==> src/rtl/riscv_pkg.sv <==
// rtl/riscv_pkg.sv - shared RV32I branch/jump encodings and redirect FSM states
package riscv_pkg;

  localparam logic [2:0] F3_BEQ  = 3'b000;
  localparam logic [2:0] F3_BNE  = 3'b001;
  localparam logic [2:0] F3_BLT  = 3'b100;
  localparam logic [2:0] F3_BGE  = 3'b101;
  localparam logic [2:0] F3_BLTU = 3'b110;
  localparam logic [2:0] F3_BGEU = 3'b111;

  localparam logic [1:0] OP_BR   = 2'b00;
  localparam logic [1:0] OP_JAL  = 2'b01;
  localparam logic [1:0] OP_JALR = 2'b10;

  typedef enum logic [1:0] {
    S_IDLE  = 2'd0,
    S_EVAL  = 2'd1,
    S_REDIR = 2'd2,
    S_FLUSH = 2'd3
  } redir_state_t;

endpackage

==> src/rtl/branch_condition.sv <==
// rtl/branch_condition.sv - RV32I conditional branch comparator
module branch_condition
  import riscv_pkg::*;
(
  input  logic [31:0] rs1,
  input  logic [31:0] rs2,
  input  logic [2:0]  funct3,
  output logic        taken
);

  // Decode funct3 into the compare; reserved encodings never branch
  always_comb begin
    taken = 1'b0;
    case (funct3)
      F3_BEQ:  taken = (rs1 == rs2);
      F3_BNE:  taken = (rs1 != rs2);
      F3_BLT:  taken = ($signed(rs1) <  $signed(rs2));
      F3_BGE:  taken = ($signed(rs1) >= $signed(rs2));
      F3_BLTU: taken = (rs1 <  rs2);
      F3_BGEU: taken = (rs1 >= rs2);
      default: taken = 1'b0;
    endcase
  end

endmodule

==> src/rtl/branch_redirect_ctrl.sv <==
// rtl/branch_redirect_ctrl.sv - branch/jump resolution, PC redirect and front-end flush sequencing
module branch_redirect_ctrl
  import riscv_pkg::*;
#(
  parameter int FLUSH_CYCLES = 2,
  parameter int CNT_W        = 32
) (
  input  logic             clk,
  input  logic             rst,
  input  logic             in_valid,
  output logic             in_ready,
  input  logic [31:0]      in_pc,
  input  logic [31:0]      in_rs1,
  input  logic [31:0]      in_rs2,
  input  logic [31:0]      in_imm,
  input  logic [2:0]       in_funct3,
  input  logic [1:0]       in_op,
  input  logic             kill,
  output logic             redirect_valid,
  input  logic             redirect_ready,
  output logic [31:0]      redirect_pc,
  output logic             flush,
  output logic             link_valid,
  output logic [31:0]      link_data,
  output logic             misalign_err,
  output logic [CNT_W-1:0] branch_count,
  output logic [CNT_W-1:0] taken_count
);

  redir_state_t state_q, state_d;

  logic [31:0] pc_q, rs1_q, rs2_q, imm_q;
  logic [2:0]  f3_q;
  logic [1:0]  op_q;
  logic [3:0]  flush_cnt_q;

  logic        cond_taken;
  logic        is_jump;
  logic        taken;
  logic        misaligned;
  logic [31:0] jalr_sum;
  logic [31:0] target;
  logic        accept;
  logic        redir_fire;

  branch_condition u_cond (
    .rs1    (rs1_q),
    .rs2    (rs2_q),
    .funct3 (f3_q),
    .taken  (cond_taken)
  );

  // Resolve the latched op: jumps always redirect, reserved op class never does
  always_comb begin
    is_jump    = (op_q == OP_JAL) || (op_q == OP_JALR);
    taken      = is_jump || ((op_q == OP_BR) && cond_taken);
    jalr_sum   = rs1_q + imm_q;
    target     = (op_q == OP_JALR) ? {jalr_sum[31:1], 1'b0} : (pc_q + imm_q);
    misaligned = (target[1:0] != 2'b00);
  end

  // Next-state and handshake outputs; kill overrides everything and forces IDLE
  always_comb begin
    state_d        = state_q;
    in_ready       = 1'b0;
    accept         = 1'b0;
    redirect_valid = 1'b0;
    redir_fire     = 1'b0;
    flush          = 1'b0;
    link_valid     = 1'b0;
    misalign_err   = 1'b0;
    case (state_q)
      S_IDLE: begin
        in_ready = !kill;
        accept   = in_valid && !kill;
        if (accept) state_d = S_EVAL;
      end
      S_EVAL: begin
        link_valid   = is_jump && !kill;
        misalign_err = taken && misaligned && !kill;
        state_d      = (taken && !misaligned) ? S_REDIR : S_IDLE;
      end
      S_REDIR: begin
        redirect_valid = !kill;
        redir_fire     = redirect_ready && !kill;
        if (redir_fire) state_d = S_FLUSH;
      end
      S_FLUSH: begin
        flush = 1'b1;
        if (flush_cnt_q == 4'd0) state_d = S_IDLE;
      end
      default: state_d = S_IDLE;
    endcase
    if (kill) state_d = S_IDLE;
  end

  // State register
  always_ff @(posedge clk) begin
    if (rst) state_q <= S_IDLE;
    else     state_q <= state_d;
  end

  // Operand capture, redirect target, flush countdown and statistics
  always_ff @(posedge clk) begin
    if (rst) begin
      pc_q         <= '0;
      rs1_q        <= '0;
      rs2_q        <= '0;
      imm_q        <= '0;
      f3_q         <= '0;
      op_q         <= '0;
      link_data    <= '0;
      redirect_pc  <= '0;
      flush_cnt_q  <= '0;
      branch_count <= '0;
      taken_count  <= '0;
    end else begin
      if (accept) begin
        pc_q  <= in_pc;
        rs1_q <= in_rs1;
        rs2_q <= in_rs2;
        imm_q <= in_imm;
        f3_q  <= in_funct3;
        op_q  <= in_op;
        if ((in_op == OP_JAL) || (in_op == OP_JALR)) link_data <= in_pc + 32'd4;
      end
      if ((state_q == S_EVAL) && !kill) begin
        branch_count <= branch_count + CNT_W'(1);
      end
      if ((state_q == S_EVAL) && (state_d == S_REDIR)) begin
        redirect_pc <= target;
        taken_count <= taken_count + CNT_W'(1);
      end
      if (redir_fire) begin
        flush_cnt_q <= 4'(FLUSH_CYCLES - 1);
      end else if ((state_q == S_FLUSH) && (flush_cnt_q != 4'd0)) begin
        flush_cnt_q <= flush_cnt_q - 4'd1;
      end
    end
  end

endmodule

==> config.mk <==
export PLATFORM = sky130hd
export DESIGN_NAME = branch_redirect_ctrl
export DESIGN_NICKNAME = d
export VERILOG_FILES = /design/src/rtl/riscv_pkg.sv /design/src/rtl/branch_condition.sv /design/src/rtl/branch_redirect_ctrl.sv
export SDC_FILE = /design/constraint.sdc
export NUM_CORES = 1
export LEC_CHECK = 0
export CAP_MARGIN = 20
export CORE_MARGIN = 1
export CORE_UTILIZATION = 48
export DETAILED_ROUTE_END_ITERATION = 12
export GPL_TIMING_DRIVEN = 1
export PLACE_DENSITY = 0.77
export SYNTH_ARGS = -nofsm -noshare
export SYNTH_HDL_FRONTEND = slang
export SYNTH_SLANG_ARGS = --single-unit
==> constraint.sdc <==
create_clock -name clk -period 2.84 [get_ports clk]
set_clock_uncertainty 0.05 [all_clocks]
set_input_delay 0.568 -clock clk [delete_from_list [all_inputs] [get_ports clk]]
set_output_delay 0.568 -clock clk [all_outputs]
set_load 0.01 [all_outputs]
==> flow_summary.ini, run 1 <==
[setup_path]
crit_path_max_incr_delay_ns = 0.37
endpoint_kind = output port
worstReg2RegStart = rs2_q[11]$_SDFFE_PP0P_
startpoint = rs2_q[11]$_SDFFE_PP0P_
worstPathCellList = inv_2 -> ha_4 -> a21oi_2 -> o21ai_2 -> a221oi_4 -> o22ai_2 -> nor4_2 -> buf_4 -> mux2i_4 -> nand4_4 -> a21oi_2 -> nor2_1 -> buf_4
critPathLaunchType = flop
crit_fanout = 3
crit_required_ns = 2.22
arrival_ns = 3.09
path_class = reg -> out
cpMaxStageDelayCell = a221oi_4
crit_family = compound AO/OA/AOI/OAI gates
cp_num_buf_inv = 3

[sta]
max_freq_mhz = 269.7
rsz0062_at_grt = true
drv_slew = 0
hold_violations = 0
setup_viol = 66
holdWs_ns = 0.4039
fin_crit_sh_pct = 130.6
setup_ws_ns = -0.8680
tns_ns = -44.11
min_period_ns = 3.708
worst_slew_pin_slew_ns = 0.6721
relSlewSlack_pct = 55.19

[floorplanning]
ios = 271
die-area_sq_mm = 0.03161
die_w_microns = 177.8
start_util_pct = 49.39
rows = 63
fp.dieH_microns = 177.8
fp.coreArea_sq_mm = 0.03003

[clock_network]
cts_tree = yes
cts_sinks = 267
cts_buffers = 29
clk-insertion-delay-late_ns = 0.55
cts.clk_slew.worst_paths_ns = 0.06
root_buffer = clkbuf_16
htreeDepth = 1
cts_max_path_buffers = 3

[global_routing]
grt_overflow_total = 0
antenna_found_initial = 2
grt_pass1_vias = 14300
grt_max_degree = 134
grt_pass1_wl_microns = 70990
track_usage_pct = 28.06

[drt]
wl_per_cell_microns = 16.87
dr.first_iter.drc_count = 939
remaining_drc_errors = 0
num_vias = 14960
routed_wirelength_microns = 45340
via_per_inst = 5.567
dr.pass1.iters = 7
ant_nets = 0

[yosys]
synth_ff_type = dfxtp_1
synth_edf_count = 0
synth_cells = 1883
ys_types = 82
netlist_area_sq_mm = 0.01483
ys_warn_count = 0
yosysSeqAreaShare_pct = 36.04
synth_nets = 2122
ys_ff_latch = 267
async_reset_ff_share_pct = 0
avgSynthCellArea_sq_um = 7.877

[place]
place_ws_ns = -0.8269
globalplace.congestion = 0.9432
port_buffers = 270
dp_hpwl_microns = 33410
placed_area_sq_mm = 0.01920

[job]
max_cap_violations = 0

[layout]
seq_area_sq_mm = 0.005359
syn2layout_area_growth_pct = 38.48
nFillCells = 2405
drive_gt1_share_pct = 14.46
postLayoutCellArea_sq_mm = 0.02054
num-nets-final = 2517
layout_commonest_cell = nand2_1
multi_input_area_sq_mm = 0.009229
layout_common_cells = nand2_1, clkdlybuf4s50_1, dfxtp_1, a21oi_1, buf_4

[power_and_ir_drop]
p_leak_nw = 8.148
vdd_drop_max_uv = 404.7
p_per_area_mw_per_mm2 = 445.1

[outcome]
status = finished with violations
violations = setup timing

[hold_path]
worstHoldStart = rs2_q[16]$_SDFFE_PP0P_
hold_path_class = reg -> reg
## stage by stage
step,power [W],cells,util [%]
finish,0.009143,2688,68.40
global route,0.009500,2688,68.40
CTS,0.009161,2685,67.75
detailed placement,0.005480,2626,63.94
global placement,0.005445,2626,63.94
floorplan,0.004792,1883,-
## logic make-up after synthesis
| kind of cell | count (synthesis) | share of synthesized area (%) |
|---|---|---|
| AO/OA/AOI/OAI | 481 | 20.62 |
| multiplexers | 15 | 1.088 |
| flip-flops | 267 | 36.04 |
| XOR/XNOR | 109 | 6.436 |
| adder cells (fa/ha/maj) | 101 | 8.621 |
| AND/OR/NAND/NOR | 759 | 23.12 |
| buffers and inverters | 151 | 4.083 |
## worst min-delay path: cells and delay by family, from the launching register on
| family | cells | cell delay [ns] |
|---|---|---|
| AO/OA/AOI/OAI | 1 | 0.05 |
| flip-flops | 1 | 0.31 |
| AND/OR/NAND/NOR | 1 | 0.05 |
## layer usage
layer	vias up	wire length, microns	GRT usage, %
li1	7411	-	-
met1	7008	18710	33.69
met2	431	22340	49.71
met3	113	2202	3.449
met4	0	2088	12.82
met5	-	0	0
## area by class of cell
class | count | share of cell area (%)
tap | 390 | 2.376
timing repair buffer | 460 | 21.14
sequential | 267 | 26.09
antenna | 2 | 0.02436
inverter | 55 | 1.005
clock buffer | 44 | 4.294
clock inverter | 5 | 0.1401
multi-input combinational | 1465 | 44.93
## final timing paths
check	cells after the start	slack, ns	end
worst max register to register	17	-0.79	taken_count[3]$_SDFFE_PP0P_
worst max-delay path	13	-0.87	misalign_err
worst min-delay path	2	0.40	rs2_q[16]$_SDFFE_PP0P_
worst min register to register	2	0.40	rs2_q[16]$_SDFFE_PP0P_
## sequential cells by signal (all words and copies together), names as in the netlist
signal	count
branch_count	32
imm_q	32
link_data	32
pc_q	32
redirect_pc	32
rs1_q	32
rs2_q	32
taken_count	32
flush_cnt_q	4
f3_q	3
op_q	2
state_q	2
## Yosys cell counts (all sizes together) (8+ instances only)
cell type	count	area share, %
a21o	25	1.3
xnor2	44	2.6
clkbuf	82	2.1
mux2i	9	0.61
or3	30	1.3
xor2	65	3.8
o21ai	63	2.2
o211ai	11	0.59
ha	99	8.4
nor3	41	1.4
nor2b	16	0.67
buf	14	0.62
nand2	368	9.3
nor2	149	3.8
and4	9	0.53
and2	8	0.34
and3	30	1.3
inv	55	1.4
nand2b	10	0.42
dfxtp	267	36
nand4	32	1.5
a211oi	51	2.6
nand3	43	1.5
o21a	13	0.66
a21oi	238	8.1
## report_power, final
part | switching (W) | leakage [nW] | internal, W | total [W]
logic | 0.000776 | 5.52 | 0.000752 | 0.00153
clock network | 0.00153 | 0.455 | 0.00212 | 0.00365
registers | 0.0000956 | 2.17 | 0.00387 | 0.00397
total | 0.00240 | 8.15 | 0.00674 | 0.00914
## timing repair
item,in CTS,in global routing
cloned,2,3
setup endpoints to repair,67,67
hold buffers,0,0
pin swaps,13,19
buffers inserted,8,1
resized for setup,38,43
Power figures use the tool's default switching activity.
==> run 2, diff against run 1 <==
CORE_MARGIN = 10   (was 1)
SETUP_SLACK_MARGIN = 0.5   (was default)
==> run 2 against run 1 <==
Against the previous run:
- the run still ends with setup timing left
- critical path type is now reg -> reg
- critical endpoint is now taken_count[10]$_SDFFE_PP0P_
- largest cell class unchanged
- via count is 4.9% higher
- power is 4.3% higher
- register-to-register slack worse by 0.17 ns
- setup slack worse by 0.093 ns
- sequential share of layout area is 1.4 points lower
==> flow_summary.ini, run 2 (synthesis gave the netlist of run 1 again) <==
[outcome]
status = finished with violations
violations = setup timing

[clock_network]
cts_max_path_buffers = 3
clk-insertion-delay-late_ns = 0.57
holdBufCountCts = 0
cts_sinks = 267
root_buffer = clkbuf_16
htreeDepth = 1
cts.clk_slew.worst_paths_ns = 0.06
cts_buffers = 30
cts_tree = yes

[floorplanning]
die_w_microns = 195.8
start_util_pct = 48.62
die-area_sq_mm = 0.03833
fp.coreArea_sq_mm = 0.03051
fp.dieH_microns = 195.8
ios = 271
rows = 64

[setup_path]
crit_fanout = 7
crit_top_cell = buf_6
critPathLaunchType = flop
worstReg2RegStart = rs2_q[27]$_SDFFE_PP0P_
endpoint_kind = flop
r2r_slack_ns = -0.96
cpMaxStageDelayCell = dfxtp_2
arrival_ns = 4.20
worstPathCellList = inv_1 -> ha_4 -> nand4_1 -> nor2_2 -> nand2_4 -> a2111oi_4 -> buf_4 -> nor4_4 -> buf_4 -> mux2i_4 -> nand4_4 -> buf_6 -> buf_6 -> buf_6 -> buf_6 -> buf_8 -> buf_6 -> o211ai_4 -> clkbuf_16 -> nor3_2 -> o21a_1
r2r_end = taken_count[10]$_SDFFE_PP0P_
crit_path_max_incr_delay_ns = 0.33
r2r_cells = 21
path_class = reg -> reg
crit_required_ns = 3.24

[drt]
num_vias = 15700
routed_wirelength_microns = 52980
ant_nets = 0
dr.pass1.iters = 8
remaining_drc_errors = 0
via_per_inst = 5.746
wl_per_cell_microns = 19.39
dr.first_iter.drc_count = 1083

[power_and_ir_drop]
p_per_area_mw_per_mm2 = 436.9
vdd_drop_max_uv = 530.0
p_leak_nw = 8.639
pwr-share-seq_pct = 41.7
p_total_w = 0.009538
comb_power_share_pct = 17.5
swShare_pct = 27.11
internal_power_w = 0.006952
p_switching_w = 0.002586
clkPwrFrac_pct = 40.8

[sta]
min_period_ns = 3.801
max_freq_mhz = 263.1
worst_slew_pin_slew_ns = 1.144
holdWs_ns = 0.3662
fin_crit_sh_pct = 133.8
hold_violations = 0
drv_slew = 0
setup_viol = 66
setup_ws_ns = -0.9612
rsz0062_at_grt = true
relSlewSlack_pct = 23.65

[place]
dp_hpwl_microns = 36250
globalplace.congestion = 0.9467
place_ws_ns = -0.7784
port_buffers = 270

[layout]
nFillCells = 2265
drive_gt1_share_pct = 21.46
num-nets-final = 2552
layout_commonest_cell = nand2_1
layout_common_cells = nand2_1, clkdlybuf4s50_1, dfxtp_1, a21oi_1, buf_4
syn2layout_area_growth_pct = 47.17
final_core_util_pct = 71.55

[hold_path]
holdPathEnd = pc_q[12]$_SDFFE_PP0P_
whs_path_depth = 4
hold_path_class = in -> reg
worstHoldStart = in_pc[12]

[global_routing]
grt_pass1_wl_microns = 77380
grt_max_degree = 106
antenna_found_initial = 3
grt_overflow_total = 0
track_usage_pct = 24.16
grt_pass1_vias = 15020

[job]
max_cap_violations = 0
-- run 2: cell count changes in the layout (fill, tap and decap cells not counted), moves of 13 or more --
cell and delta:
a21oi_1 -21, a21oi_2 +22, buf_6 +13, dfxtp_1 -13
nor2_4 +13, o21ai_0 -17, o21ai_2 +13
-- run 2: final cells by class --
type | instances | area [sq um] | area share [%]
antenna | 2 | 5.005 | 0.02293
clock buffer | 45 | 898.4 | 4.115
clock inverter | 9 | 78.83 | 0.3611
inverter | 55 | 206.4 | 0.9457
multi-input combinational | 1467 | 10020 | 45.92
sequential | 267 | 5380 | 24.65
tap | 396 | 495.5 | 2.270
timing repair buffer | 492 | 4741 | 21.72
-- run 2: power by group through the flow --
stage / Sequential (W) / Combinational (W) / Clock, W
finish: 0.00398 / 0.00167 / 0.00389
detailed placement: 0.00405 / 0.00144 / 0
CTS: 0.00397 / 0.00151 / 0.00391
global route: 0.00399 / 0.00182 / 0.00407
global placement: 0.00404 / 0.00141 / 0
floorplan: 0.00403 / 0.000758 / 0
-- run 2: metrics by stage --
stage,TNS [ns],cells,area (sq um)
after global placement,-24.04,2634,19240
after global routing,-59.93,2733,21830
after detailed placement,-31.53,2634,19240
final,-55.57,2733,21830
after floorplan,-0.6737,1883,14980
after CTS,-21.90,2701,20580
-- run 2: what timing repair did --
item | in CTS | in global routing
gates resized for setup | 67 | 208
gates cloned | 3 | 10
pin swaps | 12 | 72
buffers inserted | 10 | 20
endpoints found under the setup margin | 80 | 89
-- run 2: routing by layer --
layer / up-vias / global-route usage (%) / routed length, microns
li1: 7493 / - / -
met1: 7412 / 27.91 / 20360
met2: 609 / 43.33 / 26600
met3: 187 / 3.922 / 3387
met4: 2 / 9.785 / 2629
met5: - / 0 / 10
-- run 2: worst max path at each step --
stage / startpoint / slack, ns / endpoint
final: rs2_q[27]$_SDFFE_PP0P_ / -0.96 / taken_count[10]$_SDFFE_PP0P_
after global routing: rs2_q[26]$_SDFFE_PP0P_ / -1.02 / taken_count[10]$_SDFFE_PP0P_
after CTS: rs2_q[1]$_SDFFE_PP0P_ / -0.85 / misalign_err
after detailed placement: rs2_q[9]$_SDFFE_PP0P_ / -0.78 / misalign_err
after global placement: rs2_q[11]$_SDFFE_PP0P_ / -0.70 / misalign_err
after floorplan: rs2_q[23]$_SDFFE_PP0P_ / -0.12 / taken_count[3]$_SDFFE_PP0P_
-- run 2: critical path: cells and delay by family, from the launching register on --
family                     cells  cell delay, ns
and+or+nand+nor                6            0.78
muxes                          1            0.18
buffers and inverters         10            1.36
DFF                            1            0.33
adders and majority gates      1            0.27
AOI/OAI and AO/OA              3            0.69
==> run 3, diff against run 2 <==
--- a/config.mk
+++ b/config.mk
@@ -8,3 +8,2 @@
 export CAP_MARGIN = 20
-export CORE_MARGIN = 10
 export CORE_UTILIZATION = 48
--- a/constraint.sdc
+++ b/constraint.sdc
@@ -4,2 +4,2 @@
 set_output_delay 0.568 -clock clk [all_outputs]
-set_load 0.01 [all_outputs]
+set_load 0.1 [all_outputs]
==> run 3 against run 2 <==
Against the previous run:
- the run still ends with setup timing left
- combinational power grew 7%
- global-route usage rose by 3.7 points
- wire length shrank 13%
- fmax up 1.1%
- sequential power barely moved
- setup slack improved by 0.042 ns
- cell area decreased by 4.4%
- hold slack worse by 0.031 ns
- first-iteration DRC count barely moved
- critical endpoint is now misalign_err
==> flow_summary.ini, run 3 (synthesis gave the netlist of run 1 again) <==
[outcome]
status = finished with violations
violations = setup timing

[place]
dp_hpwl_microns = 33070
port_buffers = 270
globalplace.congestion = 0.8941
place_ws_ns = -0.5260
placed_area_sq_mm = 0.01903
dp_cells = 2616

[setup_path]
crit_fanout = 3
arrival_ns = 3.14
r2r_slack_ns = -0.68
crit_family = compound AO/OA/AOI/OAI gates
crit_required_ns = 2.22
critPathLaunchType = flop
worstPathCellList = inv_2 -> ha_4 -> a21oi_2 -> o21ai_2 -> a221oi_4 -> o22ai_2 -> nor4_2 -> buf_4 -> mux2i_4 -> nand4_4 -> a21oi_4 -> nor2_4 -> buf_12
endpoint_kind = output port
crit_path_max_incr_delay_ns = 0.36
cp_num_buf_inv = 3
cpMaxStageDelayCell = a221oi_4
path_class = reg -> out

[sta]
fin_crit_sh_pct = 132.4
rsz0062_at_grt = true
setup_viol = 66
setup_ws_ns = -0.9194
relSlewSlack_pct = 46.69
hold_violations = 0
min_period_ns = 3.759
max_freq_mhz = 266.0
tns_ns = -33.58
drv_slew = 0
worst_slew_pin_slew_ns = 0.7988
holdWs_ns = 0.3354

[clock_network]
root_buffer = clkbuf_16
htreeDepth = 1
cts_buffers = 29
cts_max_path_buffers = 3
cts_tree = yes
cts.clk_slew.worst_paths_ns = 0.06
clk-insertion-delay-late_ns = 0.56
cts_sinks = 267
holdBufCountCts = 0

[drt]
dr.pass1.iters = 5
wl_per_cell_microns = 17.03
ant_nets = 0
routed_wirelength_microns = 46060
via_per_inst = 5.576
num_vias = 15080
remaining_drc_errors = 0
dr.first_iter.drc_count = 1082

[floorplanning]
die_w_microns = 177.8
rows = 63
start_util_pct = 49.39
ios = 271
fp.coreArea_sq_mm = 0.03003
die-area_sq_mm = 0.03161
fp.dieH_microns = 177.8

[global_routing]
grt_overflow_total = 0
antenna_found_initial = 3
grt_pass1_vias = 14050
grt_max_degree = 116
grt_pass1_wl_microns = 70510
track_usage_pct = 27.90

[layout]
drive_gt1_share_pct = 24.19
final_cells = 2704
num-nets-final = 2527
layout_commonest_cell = nand2_1
layout_common_cells = nand2_1, buf_4, a21oi_1, dfxtp_1, nor2_1
syn2layout_area_growth_pct = 40.72
postLayoutCellArea_sq_mm = 0.02087

[power_and_ir_drop]
clkPwrFrac_pct = 40.6
vdd_drop_max_uv = 399.2
p_leak_nw = 8.677
pwr-share-seq_pct = 40.9
p_switching_w = 0.002702
swShare_pct = 27.86
internal_power_w = 0.006996
comb_power_share_pct = 18.5
p_per_area_mw_per_mm2 = 464.6

[job]
max_cap_violations = 0

[hold_path]
hold_path_class = in -> reg
## run 3: power groups by stage
stage | clock, W | sequential (W) | combinational, W
finish | 0.00394 | 0.00397 | 0.00179
global route | 0.00416 | 0.00398 | 0.00193
CTS | 0.00398 | 0.00397 | 0.00173
detailed placement | 0 | 0.00405 | 0.00166
global placement | 0 | 0.00404 | 0.00163
floorplan | 0 | 0.00425 | 0.000786
## run 3: per-layer routing
layer	vias up	track usage (%)	routed length [microns]
met4	0	10.36	1671
met1	7097	34.71	19250
met5	-	0	0
met3	90	3.106	2155
met2	433	49.27	22980
li1	7457	-	-
## run 3: worst reg2reg max path, cell delays in order (launching register included)
cell and delay (ns):
dfxtp_1 0.34, inv_1 0.07, ha_4 0.26, nand4_1 0.15
nor2_2 0.22, nand2_4 0.10, a2111oi_4 0.38, nor4_2 0.07
buf_4 0.18, mux2i_4 0.19, nand4_4 0.13, buf_4 0.12
buf_6 0.11, buf_6 0.14, o2111ai_4 0.14, buf_6 0.17
buf_16 0.12, or3_2 0.40, a21oi_1 0.12
## run 3: what timing repair did
action                     in CTS  in global routing
cloned                          4                  1
setup buffers                  17                  9
setup endpoints to repair      82                 84
resized for setup              59                 69
pin swaps                      20                 28
## run 3: final cells by class
type	instances	area (sq um)
flip-flops and latches	267	5416
clock buffers	44	903.4
well taps	390	488.0
clock inverters	10	103.9
inverters	55	206.4
fillers	2386	9160
repair buffers	470	4203
diodes	3	7.507
multi-input cells	1465	9544
## run 3: per-stage QoR
stage / total power, W / utilization, %
6_report: 0.009698 / 69.50
5_1_grt: 0.01007 / 69.50
4_1_cts: 0.009682 / 68.31
3_5_place_dp: 0.005702 / 63.38
3_3_place_gp: 0.005668 / 63.38
2_1_floorplan: 0.005034 / -
## run 3: final timing paths
check | from | to | depth (start not counted)
min reg2reg | rs2_q[29]$_SDFFE_PP0P_ | rs2_q[29]$_SDFFE_PP0P_ | 2
max reg2reg | rs2_q[31]$_SDFFE_PP0P_ | taken_count[5]$_SDFFE_PP0P_ | 18
min | in_pc[2] | link_data[2]$_SDFFE_PP0P_ | 3
max | rs2_q[11]$_SDFFE_PP0P_ | misalign_err | 13
